[config.mk]
export PLATFORM = sky130hd
export DESIGN_NAME = m68k_bus_ctrl
export DESIGN_NICKNAME = d
export VERILOG_FILES = /design/src/rtl/m68k_bus_ctrl.sv
export SDC_FILE = /design/constraint.sdc
export NUM_CORES = 1
export LEC_CHECK = 0
export BUFFER_PORTS_ARGS = -buffer_cell sky130_fd_sc_hd__buf_2
export CAP_MARGIN = 20
export CORE_UTILIZATION = 40
export CTS_CLUSTER_SIZE = 40
export DETAILED_ROUTE_END_ITERATION = 16
export PLACE_DENSITY = 0.67
export SETUP_SLACK_MARGIN = 0.3
export SLEW_MARGIN = 20
export SYNTH_ARGS = -nofsm -noshare
export SYNTH_HDL_FRONTEND = slang
export SYNTH_SLANG_ARGS = --single-unit
[constraint.sdc]
create_clock -name clk12 -period 2.7 [get_ports clk12]
set_input_delay 0.27 -clock clk12 [delete_from_list [all_inputs] [get_ports clk12]]
set_output_delay 0.27 -clock clk12 [all_outputs]
set_load 0.005 [all_outputs]
[src/rtl/m68k_bus_ctrl.sv]
// Bus-cycle sequencer between the asynchronous 68000 bus and on-FPGA memory/I/O targets.
// One request per address-strobe assertion, acknowledged by DTACKn or failed with BERRn.
module m68k_bus_ctrl #(
    parameter int         TIMEOUT   = 64,
    parameter logic [2:0] IO_REGION = 3'b111
) (
    input  logic        clk12,
    input  logic        RSTn,
    input  logic        ASn,
    input  logic        UDSn,
    input  logic        LDSn,
    input  logic        R_Wn,
    input  logic [23:1] addr,
    input  logic [15:0] data_in,
    output logic [15:0] data_out,
    output logic        DIR,
    output logic        DTACKn,
    output logic        BERRn,
    output logic        mem_req,
    output logic        io_req,
    output logic        t_we,
    output logic [1:0]  t_be,
    output logic [19:0] t_addr,
    output logic [15:0] t_wdata,
    input  logic [15:0] mem_rdata,
    input  logic        mem_ack,
    input  logic [15:0] io_rdata,
    input  logic        io_ack
);

    localparam int CW = $clog2(TIMEOUT + 1);

    typedef enum logic [2:0] {
        S_IDLE,
        S_DECODE,
        S_ACCESS,
        S_DRIVE,
        S_TERM,
        S_ERROR
    } state_t;

    state_t          state;
    logic [1:0]      as_sync, uds_sync, lds_sync, rw_sync;
    logic [1:0]      sync_vld;
    logic            as_s, uds_s, lds_s, rw_s;
    logic            armed;
    logic            io_sel;
    logic [2:0]      region;
    logic [CW-1:0]   cnt;
    logic            sel_ack;
    logic [15:0]     sel_rdata;

    assign as_s      = as_sync[1];
    assign uds_s     = uds_sync[1];
    assign lds_s     = lds_sync[1];
    assign rw_s      = rw_sync[1];
    assign sel_ack   = io_sel ? io_ack : mem_ack;
    assign sel_rdata = io_sel ? io_rdata : mem_rdata;

    // sync_vld marks when the synchronisers hold real samples rather than reset values
    always_ff @(posedge clk12 or negedge RSTn) begin
        if (!RSTn) begin
            as_sync  <= 2'b11;
            uds_sync <= 2'b11;
            lds_sync <= 2'b11;
            rw_sync  <= 2'b11;
            sync_vld <= 2'b00;
        end else begin
            as_sync  <= {as_sync[0], ASn};
            uds_sync <= {uds_sync[0], UDSn};
            lds_sync <= {lds_sync[0], LDSn};
            rw_sync  <= {rw_sync[0], R_Wn};
            sync_vld <= {sync_vld[0], 1'b1};
        end
    end

    // armed stays low after reset until AS is genuinely seen high, so a strobe
    // already in progress when reset released never starts a cycle
    always_ff @(posedge clk12 or negedge RSTn) begin
        if (!RSTn) begin
            state    <= S_IDLE;
            armed    <= 1'b0;
            io_sel   <= 1'b0;
            region   <= 3'b000;
            cnt      <= '0;
            data_out <= 16'h0000;
            DIR      <= 1'b0;
            DTACKn   <= 1'b1;
            BERRn    <= 1'b1;
            mem_req  <= 1'b0;
            io_req   <= 1'b0;
            t_we     <= 1'b0;
            t_be     <= 2'b00;
            t_addr   <= 20'h00000;
            t_wdata  <= 16'h0000;
        end else begin
            mem_req <= 1'b0;
            io_req  <= 1'b0;
            if (sync_vld[1] && as_s) begin
                armed <= 1'b1;
            end
            case (state)
                S_IDLE: begin
                    if (armed && !as_s && (!uds_s || !lds_s)) begin
                        t_addr  <= addr[20:1];
                        region  <= addr[23:21];
                        t_we    <= ~rw_s;
                        t_be    <= ~{uds_s, lds_s};
                        t_wdata <= data_in;
                        state   <= S_DECODE;
                    end
                end
                S_DECODE: begin
                    cnt <= '0;
                    if (region == 3'b000) begin
                        mem_req <= 1'b1;
                        io_sel  <= 1'b0;
                        state   <= S_ACCESS;
                    end else if (region == IO_REGION) begin
                        io_req <= 1'b1;
                        io_sel <= 1'b1;
                        state  <= S_ACCESS;
                    end else begin
                        BERRn <= 1'b0;
                        state <= S_ERROR;
                    end
                end
                // an abandoned strobe beats a same-cycle ack; ack beats the timeout
                S_ACCESS: begin
                    if (as_s) begin
                        state <= S_IDLE;
                    end else if (sel_ack) begin
                        if (!t_we) begin
                            data_out <= sel_rdata;
                        end
                        DIR   <= ~t_we;
                        state <= S_DRIVE;
                    end else if (cnt == CW'(TIMEOUT - 1)) begin
                        BERRn <= 1'b0;
                        state <= S_ERROR;
                    end else begin
                        cnt <= cnt + 1'b1;
                    end
                end
                S_DRIVE: begin
                    DTACKn <= 1'b0;
                    state  <= S_TERM;
                end
                S_TERM: begin
                    if (as_s) begin
                        DTACKn <= 1'b1;
                        DIR    <= 1'b0;
                        state  <= S_IDLE;
                    end
                end
                S_ERROR: begin
                    DTACKn <= 1'b1;
                    DIR    <= 1'b0;
                    if (as_s) begin
                        BERRn <= 1'b1;
                        state <= S_IDLE;
                    end
                end
                default: state <= S_IDLE;
            endcase
        end
    end

endmodule

==> key figures <==
Pwr
  • Sw Ratio: 0.3087
  • Comb pwr share: 0.371
  • Net Sw Power: 1501 uW
  • PwrDens: 1020 nW/um^2
  • Leak: 0.002408 uW
  • Sequential power share: 0.443
  • Internal power: 3360 uW
  • Max VDD drop: 0.0005702 V
  • Clk pwr share: 0.186

Setup path
  • Startpoint Class: flip-flop
  • CP Capture Type: flip-flop
  • Arrival @ worst endpoint: 2.32 ns
  • Crit-path max FO: 41
  • CP required: 2.93 ns
  • Reg2reg path depth: 4
  • RR Endpoint: t_wdata[15]
  • Setup CP Type: reg2reg
  • R2R Setup Slk: 0.61 ns
  • R2r startpoint: state[2]

Drt
  • Initial DRT Pass Iterations: 4
  • DRC viols: 0
  • First DRT Iteration DRCs: 108
  • DR WL/cell: 14.41 um
  • DR vias: 2593
  • Drt via density: 4.939
  • Final ANT Viol Nets: 0
  • Detailed Route WL: 7563 um

Placement
  • Port buffer count: 138
  • Placed Cells: 504
  • Dpl hpwl: 5320 um
  • Placer's final routability congestion estimate: 0.8826

Min path
  • Worst Hold Class: in2reg
  • Min-delay src: addr[6]
  • Hold Path Cell Cnt: 2
  • Hold endpoint: t_addr[5]

Floorplan
  • # IOs: 139
  • Die width: 98.95 um
  • Initial cell density of the core: 0.4108
  • Core footprint: 9153 um^2
  • Die height: 98.95 um
  • Num rows: 35
  • Die area: 9791 um^2

Yosys
  • Seq/Total Area, Yosys: 0.5691
  • Top cell type by total area after synthesis: dfrtp_1
  • Post-synthesis cell type count: 43
  • Post-Synthesis Cells: 264
  • Syn Nets: 344
  • Most frequent cell after synthesis: dfrtp_1
  • Dominant synthesized flop cell: dfrtp_1
  • Commonest cells post-synth: dfrtp_1, mux2_2, mux2_4, o21ai_0, nand3_1
  • Area fraction of the dominant cell type after synthesis: 0.4992
  • Number of synthesized flops with an enable pin: 0
  • Yosys reg bits: 85
  • Mapped Area: 3760 um^2
  • Synth area leaders: dfrtp_1, mux2_4, mux2_2, dfstp_2, o21ai_0
  • Mapped Avg Cell Area: 14.24 um^2
  • Asr flop ratio synth: 1.000
  • Synthesis Warnings: 0

Layout
  • Layout cells sized above 1: 0.5894
  • Final Util: 0.5207
  • Area grow syn2layout: 26.76%
  • Non-filler cells in the finished layout: 525
  • ANT cells: 0
  • Fillers: 798
  • NumNets Final: 489

Clock tree
  • Cts bufs inserted: 9
  • CTS Sinks: 85
  • Clk Latency, worst-skew pair: 0.35 ns
  • Post-CTS Setup Bufs: 0
  • Root Buffer: clkbuf_8
  • Clock buffer depth: 2
  • CTS tree: done
  • H-tree depth: 3
  • Clk slew on worst S/H paths: 0.09 ns

STA
  • Pins over their slew limit: 0
  • Fmax: 479.0 MHz
  • Setup Skew: 0.008025 ns
  • Final Cycle Share: 0.7733
  • RSZ-0062 raised after global routing: false
  • Shortest period the worst path allows: 2.088 ns
  • Final hold vios: 0
  • Final setup violation count: 0
  • Setup TNS Final: 0 ns

GRT
  • First-pass GRT wire length: 12700 um
  • Initial antenna violation count: 0
  • GR Overflow Total: 0
  • Largest net degree at the start of global routing: 72
  • Via count of the first global-routing pass: 2665
  • Overall Global Routing Usage: 0.1668

Status
  • Status: complete, no violations

Job
  • Max-Cap Viols: 0
critical path, stage by stage (launching register included):
cell and delay, ns:
dfrtp_1 0.51, or2_4 0.31, nand4b_1 0.45, buf_12 0.36
mux2_4 0.33
layout by cell type, fill, tap and decap left out, types with 10 or more instances in the layout:
cell type  count
mux2_2        39
dfstp_2       10
dfrtp_1       75
o21ai_0       13
nand2_1       11
mux2_4        33
buf_2        137
nand3_1       12
clkbuf_8      10
metrics by stage:
step | area (um^2) | setup slack, ns | hold WS (ns) | power (uW)
floorplan | 3760 | 0.9799 | -0.02559 | 3326
global placement | 4514 | 0.7260 | 0.1347 | 3923
detailed placement | 4514 | 0.6481 | 0.1387 | 3980
CTS | 4766 | 0.6083 | 0.1156 | 4937
global route | 4766 | 0.5463 | 0.1170 | 5194
finish | 4766 | 0.6122 | 0.1416 | 4861
per-layer routing:
metal / up-vias / GRT usage / wire (um) / share of wire
li1: 1222 / - / - / -
met1: 1253 / 0.2101 / 3325 / 0.44
met2: 112 / 0.2652 / 3609 / 0.48
met3: 6 / 0.05887 / 564 / 0.075
met4: 0 / 0.06200 / 63 / 0.0083
met5: - / 0 / 0 / 0
logic make-up (layout without fill, tap and decap cells):
kind of cell,after synthesis,in the layout,synth area share
other,1,1,0.0009974
buffers and inverters,21,171,0.04326
AO/OA/AOI/OAI,32,32,0.05424
adder cells (fa/ha/maj),1,1,0.003327
AND/OR/NAND/NOR,50,50,0.07555
XOR/XNOR,1,1,0.002330
multiplexers,73,73,0.2512
flip-flops,85,85,0.5691
final cells by class:
cell class                      instances  area [um^2]  area share
Clock buffer                           11        141.4     0.02967
Inverter                                8        30.03    0.006301
Multi-Input combinational cell        158         1458      0.3059
Timing Repair Buffer                  147        798.3      0.1675
Tap cell                              111        138.9     0.02914
Sequential cell                        85         2140      0.4489
Clock inverter                          5        60.06     0.01260
state kept, by name, summed over array words and instances, names as in the netlist:
register and flops:
BERRn 1, io_sel 1, region 3, rw_sync 2, t_be 2, lds_sync 2
as_sync 2, DIR 1, t_addr 20, DTACKn 1, t_wdata 16, armed 1
state 3, t_we 1, cnt 7, uds_sync 2, io_req 1, mem_req 1
data_out 16, sync_vld 2
power groups by stage:
stage	logic, uW	registers [uW]	clock network [uW]
final	1800	2150	906
after CTS	1830	2150	952
after detailed placement	1830	2150	0
after global routing	1970	2220	1000
after floorplan	1210	2120	0
after global placement	1770	2160	0
repair_timing:
| action | 4_1_cts | 5_1_grt |
|---|---|---|
| hold buffers | 5 | 0 |
| resized for setup | 0 | 0 |
| endpoints found under the hold margin | 18 | 0 |
worst max-delay path by stage:
stage	to	cells after the start	start	slack, ns
6_report	t_wdata[15]	4	state[2]	0.61
2_1_floorplan	data_out[10]	6	state[0]	0.98
3_5_place_dp	t_wdata[9]	4	state[2]	0.65
5_1_grt	t_wdata[15]	4	state[2]	0.55
4_1_cts	t_wdata[15]	4	state[2]	0.61
3_3_place_gp	t_addr[9]	4	state[2]	0.73
Power figures use the tool's default switching activity.
